$ cat src/rtl/mdu_pkg.sv
// Shared definitions for the multiply/divide unit: op codes, FSM states and
// the low-word constant returned on a divide by zero.
package mdu_pkg;

    localparam logic [1:0] MDU_MULT  = 2'b00;
    localparam logic [1:0] MDU_MULTU = 2'b01;
    localparam logic [1:0] MDU_DIV   = 2'b10;
    localparam logic [1:0] MDU_DIVU  = 2'b11;

    typedef enum logic [1:0] {
        S_IDLE = 2'd0,
        S_CALC = 2'd1,
        S_FIX  = 2'd2
    } mdu_state_t;

    localparam logic [31:0] MDU_DZ_LO = 32'hFFFF_FFFF;

endpackage

$ cat src/rtl/mdu_iter_step.sv
// One iteration of the unit: radix-2 shift-add for multiply, restoring
// shift-subtract for divide. Purely combinational.
//   multiply: acc = {partial product hi, multiplier bits still to consume}
//   divide:   acc = {partial remainder, dividend bits / quotient bits}
module mdu_iter_step
    import mdu_pkg::*;
#(
    parameter int WIDTH = 32
) (
    input  logic [2*WIDTH-1:0] acc,
    input  logic [WIDTH-1:0]   operand,
    input  logic [1:0]         op,
    output logic [2*WIDTH-1:0] acc_next
);

    logic              is_div;
    logic [WIDTH:0]    sum;
    logic [WIDTH:0]    shifted;
    logic [WIDTH:0]    diff;

    assign is_div = (op == MDU_DIV) || (op == MDU_DIVU);

    // Multiply adds the multiplicand when the current multiplier bit is set and
    // shifts the carry in; divide shifts the next dividend bit into a 33-bit
    // remainder so the top dividend bit of divu is never lost.
    always_comb begin
        sum     = {1'b0, acc[2*WIDTH-1:WIDTH]} + (acc[0] ? {1'b0, operand} : '0);
        shifted = acc[2*WIDTH-1:WIDTH-1];
        diff    = shifted - {1'b0, operand};
        if (is_div) begin
            if (!diff[WIDTH]) begin
                acc_next = {diff[WIDTH-1:0], acc[WIDTH-2:0], 1'b1};
            end else begin
                acc_next = {shifted[WIDTH-1:0], acc[WIDTH-2:0], 1'b0};
            end
        end else begin
            acc_next = {sum, acc[WIDTH-1:1]};
        end
    end

endmodule

$ cat src/rtl/mult_div_unit.sv
// Multi-cycle MIPS mult/multu/div/divu unit producing {hi,lo}. Operands are
// reduced to magnitudes at launch, iterated for ITERS cycles, and the signs
// are reapplied in a single fix-up cycle before prod is registered.
module mult_div_unit
    import mdu_pkg::*;
#(
    parameter int WIDTH = 32,
    parameter int ITERS = 32
) (
    input  logic               clock,
    input  logic               reset,
    input  logic               start,
    input  logic [1:0]         op,
    input  logic [WIDTH-1:0]   src_a,
    input  logic [WIDTH-1:0]   src_b,
    input  logic               cancel,
    output logic               busy,
    output logic               done,
    output logic [2*WIDTH-1:0] prod
);

    localparam int CNT_W = $clog2(ITERS);

    mdu_state_t         state;
    logic [CNT_W-1:0]   cnt;
    logic [2*WIDTH-1:0] acc;
    logic [2*WIDTH-1:0] acc_next;
    logic [WIDTH-1:0]   opnd;
    logic [1:0]         op_r;
    logic               neg_q;
    logic               neg_r;
    logic               dz;

    logic               launch_signed;
    logic               launch_div;
    logic [WIDTH-1:0]   a_mag;
    logic [WIDTH-1:0]   b_mag;
    logic [2*WIDTH-1:0] result;

    function automatic logic [WIDTH-1:0] neg_word(input logic [WIDTH-1:0] v, input logic en);
        return en ? (~v) + WIDTH'(1) : v;
    endfunction

    function automatic logic [2*WIDTH-1:0] neg_dword(input logic [2*WIDTH-1:0] v, input logic en);
        return en ? (~v) + (2*WIDTH)'(1) : v;
    endfunction

    function automatic logic [WIDTH-1:0] abs_val(input logic signed [WIDTH-1:0] v);
        return neg_word(v, v < 0);
    endfunction

    assign launch_signed = !((op == MDU_MULTU) || (op == MDU_DIVU));
    assign launch_div    = (op == MDU_DIV) || (op == MDU_DIVU);
    assign a_mag         = launch_signed ? abs_val($signed(src_a)) : src_a;
    assign b_mag         = launch_signed ? abs_val($signed(src_b)) : src_b;

    mdu_iter_step #(
        .WIDTH    (WIDTH)
    ) u_step (
        .acc      (acc),
        .operand  (opnd),
        .op       (op_r),
        .acc_next (acc_next)
    );

    // Sign fix-up of the raw magnitude result; divide-by-zero passes through untouched.
    always_comb begin
        if (dz) begin
            result = acc;
        end else if (op_r == MDU_DIV || op_r == MDU_DIVU) begin
            result = {neg_word(acc[2*WIDTH-1:WIDTH], neg_r), neg_word(acc[WIDTH-1:0], neg_q)};
        end else begin
            result = neg_dword(acc, neg_q);
        end
    end

    // Control FSM: launch in IDLE, iterate in CALC, fix signs and publish in FIX.
    always_ff @(posedge clock or negedge reset) begin
        if (!reset) begin
            state <= S_IDLE;
            busy  <= 1'b0;
            done  <= 1'b0;
            prod  <= '0;
            cnt   <= '0;
            acc   <= '0;
            opnd  <= '0;
            op_r  <= MDU_MULT;
            neg_q <= 1'b0;
            neg_r <= 1'b0;
            dz    <= 1'b0;
        end else begin
            case (state)
                S_IDLE: begin
                    done <= 1'b0;
                    if (start && !cancel) begin
                        op_r  <= op;
                        cnt   <= '0;
                        busy  <= 1'b1;
                        neg_q <= launch_signed & (src_a[WIDTH-1] ^ src_b[WIDTH-1]);
                        neg_r <= launch_signed & src_a[WIDTH-1];
                        if (launch_div && (src_b == '0)) begin
                            dz    <= 1'b1;
                            acc   <= {src_a, WIDTH'(MDU_DZ_LO)};
                            opnd  <= '0;
                            state <= S_FIX;
                        end else if (launch_div) begin
                            dz    <= 1'b0;
                            acc   <= {{WIDTH{1'b0}}, a_mag};
                            opnd  <= b_mag;
                            state <= S_CALC;
                        end else begin
                            dz    <= 1'b0;
                            acc   <= {{WIDTH{1'b0}}, b_mag};
                            opnd  <= a_mag;
                            state <= S_CALC;
                        end
                    end
                end
                S_CALC: begin
                    if (cancel) begin
                        busy  <= 1'b0;
                        state <= S_IDLE;
                    end else begin
                        acc <= acc_next;
                        cnt <= cnt + CNT_W'(1);
                        if (cnt == CNT_W'(ITERS - 1)) begin
                            state <= S_FIX;
                        end
                    end
                end
                S_FIX: begin
                    busy  <= 1'b0;
                    state <= S_IDLE;
                    if (!cancel) begin
                        prod <= result;
                        done <= 1'b1;
                    end
                end
                default: begin
                    busy  <= 1'b0;
                    done  <= 1'b0;
                    state <= S_IDLE;
                end
            endcase
        end
    end

endmodule

$ cat config.mk
export PLATFORM = sky130hd
export DESIGN_NAME = mult_div_unit
export DESIGN_NICKNAME = d
export VERILOG_FILES = /design/src/rtl/mdu_pkg.sv /design/src/rtl/mdu_iter_step.sv /design/src/rtl/mult_div_unit.sv
export SDC_FILE = /design/constraint.sdc
export NUM_CORES = 1
export LEC_CHECK = 0
export CAP_MARGIN = 20
export CELL_PAD_IN_SITES_DETAIL_PLACEMENT = 1
export CELL_PAD_IN_SITES_GLOBAL_PLACEMENT = 1
export CORE_MARGIN = 5
export CORE_UTILIZATION = 25
export CTS_CLUSTER_SIZE = 10
export DETAILED_ROUTE_END_ITERATION = 8
export GPL_ROUTABILITY_DRIVEN = 0
export GPL_TIMING_DRIVEN = 0
export PLACE_DENSITY_LB_ADDON = 0.1
export SLEW_MARGIN = 20
export SYNTH_ARGS = -nofsm -noshare
export SYNTH_HDL_FRONTEND = slang
export SYNTH_SLANG_ARGS = --single-unit
$ cat constraint.sdc
create_clock -name clock -period 4.73 [get_ports clock]
set_input_delay 1.1825 -clock clock [delete_from_list [all_inputs] [get_ports clock]]
set_output_delay 1.1825 -clock clock [all_outputs]
set_load 0.05 [all_outputs]
==> impl_metrics.json <==
{
  "report.final.slew_viol_count": 0,
  "floorplan.rows": 90,
  "synth.distinct_cells": 77,
  "die_width_um": 257,
  "power.switching_fraction_pct": 50.4,
  "share_comb_of_total_power_pct": 55.5,
  "routedWlPerCell_um": 26.0,
  "cts_buffer_depth": 2,
  "grt_antenna_before_repair": 1,
  "largest_net_degree_at_the_start_of_global_routing": 84,
  "n_fill_cell": 7304,
  "hold_violations": 0,
  "worst_skew_pair.late_latency_ps": 500,
  "yosys_warning_total": 0,
  "maxClockFrequency_mhz": 215,
  "drt-initial-drc-count": 1213,
  "syn-num-nets": 2150,
  "first_global_vias": 16800,
  "crit_arrival_ps": 5060,
  "critical_path_endpoint_category": "flop",
  "combined_area_of_all_synthesized_cells_sq_um": 15200,
  "initial_core_util_pct": 25.2,
  "post-dp-hpwl_mm": 62.0,
  "crit_path_start_kind": "input pin",
  "power_frac_seq_pct": 25.7,
  "design.die.area_sq_um": 65900,
  "grt_first_pass_wirelength_mm": 114,
  "clk_transition_reported_paths_ps": 80,
  "dominantRegCellSynth": "dfrtp_1",
  "holdWs_ps": 488,
  "clock_power_share_pct": 18.8,
  "tritoncts": "done",
  "tightest_slew_ps": 1200,
  "flip_flop_and_latch_count_after_synthesis": 173,
  "status": "finished clean",
  "groute.usage.overall_pct": 22.8,
  "drt-pass1-iter-count": 9,
  "synthesis.instances": 2008,
  "syn_area_per_cell_sq_um": 7.57,
  "synth.yosys.seq_area_share_pct": 28.5,
  "critical_path_required_ps": 5130,
  "timing.max_slew.rel_slack_pct": 19.8,
  "globalRouteOverflowTotal": 0,
  "htreeDepth": 4,
  "setup_viol": 0,
  "dp_worst_setup_slack_ps": -489,
  "power.switching_uw": 4230,
  "worst_hold_path_type": "flop to flop",
  "via_per_inst": 5.51,
  "cts_sinks": 173,
  "synth_edf_count": 0,
  "cts.root.buffer_cell": "clkbuf_16",
  "min_period_over_period_pct": 98.5,
  "floorplan.io_pins": 136,
  "internal_power_uw": 4170,
  "routed_wirelength_mm": 77.0,
  "asyncSetResetFlopFracSynth_pct": 100,
  "finClkSkew_ps": 13.8,
  "unrepaired_setup_endpoints_after_global_routing": "no",
  "totalNegativeSetupSlack_ps": 0,
  "power_density_nw_per_um2": 461,
  "post_layout_nonfiller_instances": 2958,
  "critical_path_fanout_max": 10,
  "proportion_of_layout_cells_with_a_drive_suffix_above_1_pct": 4.37,
  "worst-setup-path-type": "input pin to flop",
  "worst_slack_ps": 72.6,
  "coreArea_sq_um": 60400,
  "fin_crit_ps": 4660,
  "static_leakage_uw": 0.00735,
  "post-cts-setup-buffer-count": 0,
  "finalCoreUtilization_pct": 30.2,
  "placed_cells_incl_taps": 2926,
  "final_nets": 2305,
  "cts-buffers-inserted": 17,
  "max-cap-violations": 0,
  "vert_die_dim_um": 257,
  "ant_nets": 0,
  "vdd_ir_drop_max_mv": 0.319,
  "dr_total_vias": 16300,
  "flow.area_growth_from_synthesis_pct": 19.9,
  "port_buffers": 134,
  "route.detailed.drc": 0
}
==> critical path, stage by stage <==
cell and delay (ps):
clkdlybuf4s50_1 470, or4_1 580, or3_1 400, nand4bb_1 340
or3_1 500, nor3_2 700, buf_2 490, a222oi_1 170
o21ai_0 190
==> cell usage after synthesis (14+ instances only) <==
library cell / instances / area, sq um
a21oi_1: 270 / 1350
nor2_1: 256 / 961
nand2_1: 201 / 754
dfrtp_1: 173 / 4330
o21ai_0: 144 / 721
clkbuf_1: 102 / 383
xnor2_1: 101 / 885
ha_1: 70 / 876
xor2_1: 69 / 604
inv_1: 68 / 255
nor3_1: 46 / 230
nand3_1: 32 / 160
a31oi_1: 30 / 188
mux2i_1: 30 / 300
o31ai_1: 25 / 188
a21o_1: 24 / 180
a211oi_1: 23 / 173
mux2_2: 21 / 236
o22ai_1: 21 / 131
nand2b_1: 19 / 119
nor4_1: 19 / 119
nand4_1: 17 / 106
nor2b_1: 16 / 100
or3_1: 16 / 100
or4_1: 16 / 120
buf_1: 14 / 52.6
o221ai_1: 14 / 123
==> registers in the layout (all words and copies together) (netlist names) <==
register,cells
done,1
neg_r,1
op_r,1
opnd,32
neg_q,1
dz,1
acc,64
busy,1
state,2
cnt,5
prod,64
==> timing repair <==
action                                  4_1_cts  5_1_grt
hold buffers                                  0        0
resized for setup                             5       11
endpoints found under the setup margin       18       28
==> power by group through the flow <==
stage	registers [uW]	logic, uW	clock network [uW]
after global routing	2180	5100	1660
after CTS	2150	4630	1610
after detailed placement	2180	4590	0
final	2160	4660	1580
after global placement	2170	4540	0
after floorplan	1940	3070	0
==> metal layers <==
layer,GRT usage [%],wire length (um),up-vias
met4,6.99,2240,0
met2,36.1,34800,412
met1,32.2,36500,8222
li1,-,-,7560
met5,0,0,-
met3,3.12,3430,92
==> placed cells by master, fill, tap and decap left out, types with 12 or more instances in the layout <==
cell type / count
o31ai_1: 25
or3_1: 16
a21oi_1: 270
xnor2_1: 101
clkbuf_16: 17
nand4_1: 17
nor2b_1: 16
o21ai_0: 144
o21a_1: 13
a21o_1: 24
clkdlybuf4s50_1: 133
mux2_2: 21
clkbuf_1: 98
nand3_1: 32
o22ai_1: 21
a31oi_1: 30
nor4_1: 19
o211ai_1: 12
ha_1: 70
dfrtp_1: 172
a211oi_1: 22
nor3_1: 45
nor2_1: 255
nand2_1: 201
o221ai_1: 14
mux2i_1: 30
xor2_1: 68
nand2b_1: 19
or4_1: 16
buf_1: 12
inv_1: 68
==> logic make-up after synthesis <==
| group | after synthesis | share of synthesized area, % |
|---|---|---|
| and+or+nand+nor | 683 | 20.5 |
| AOI/OAI and AO/OA | 669 | 26.9 |
| buffers and inverters | 190 | 4.74 |
| DFF | 173 | 28.5 |
| xor gates and xnor gates | 170 | 9.79 |
| adders and majority gates | 72 | 6.02 |
| muxes | 51 | 3.53 |
==> metrics by stage <==
stage	power, uW	instance area (sq um)
global route	8940	18200
detailed placement	6770	17600
floorplan	5010	15200
global placement	6710	17500
CTS	8380	18200
finish	8400	18200
==> worst paths after layout <==
check / startpoint / endpoint / slack (ps) / cells after the start
setup / recovery: src_b[7] / acc[37] / 70 / 9
hold / removal: opnd[22] / opnd[22] / 490 / 2
setup reg to reg: acc[32] / acc[34] / 190 / 13
hold reg to reg: opnd[22] / opnd[22] / 490 / 2
max in group asynchronous: reset / opnd[5] / 3390 / 2
min in group asynchronous: reset / prod[58] / 530 / 1
==> final cells by class <==
cell class / count / area [sq um] / share of cell area [%]
clock inverter: 13 / 176 / 0.967
clock buffer: 18 / 429 / 2.35
antenna: 1 / 2.50 / 0.0137
buffer: 122 / 474 / 2.60
sequential: 173 / 4330 / 23.7
inverter: 68 / 255 / 1.40
timing repair buffer: 136 / 1400 / 7.68
multi-input combinational: 1645 / 10200 / 55.9
tap: 782 / 978 / 5.37
No activity file was read; power rests on OpenSTA's default activity.
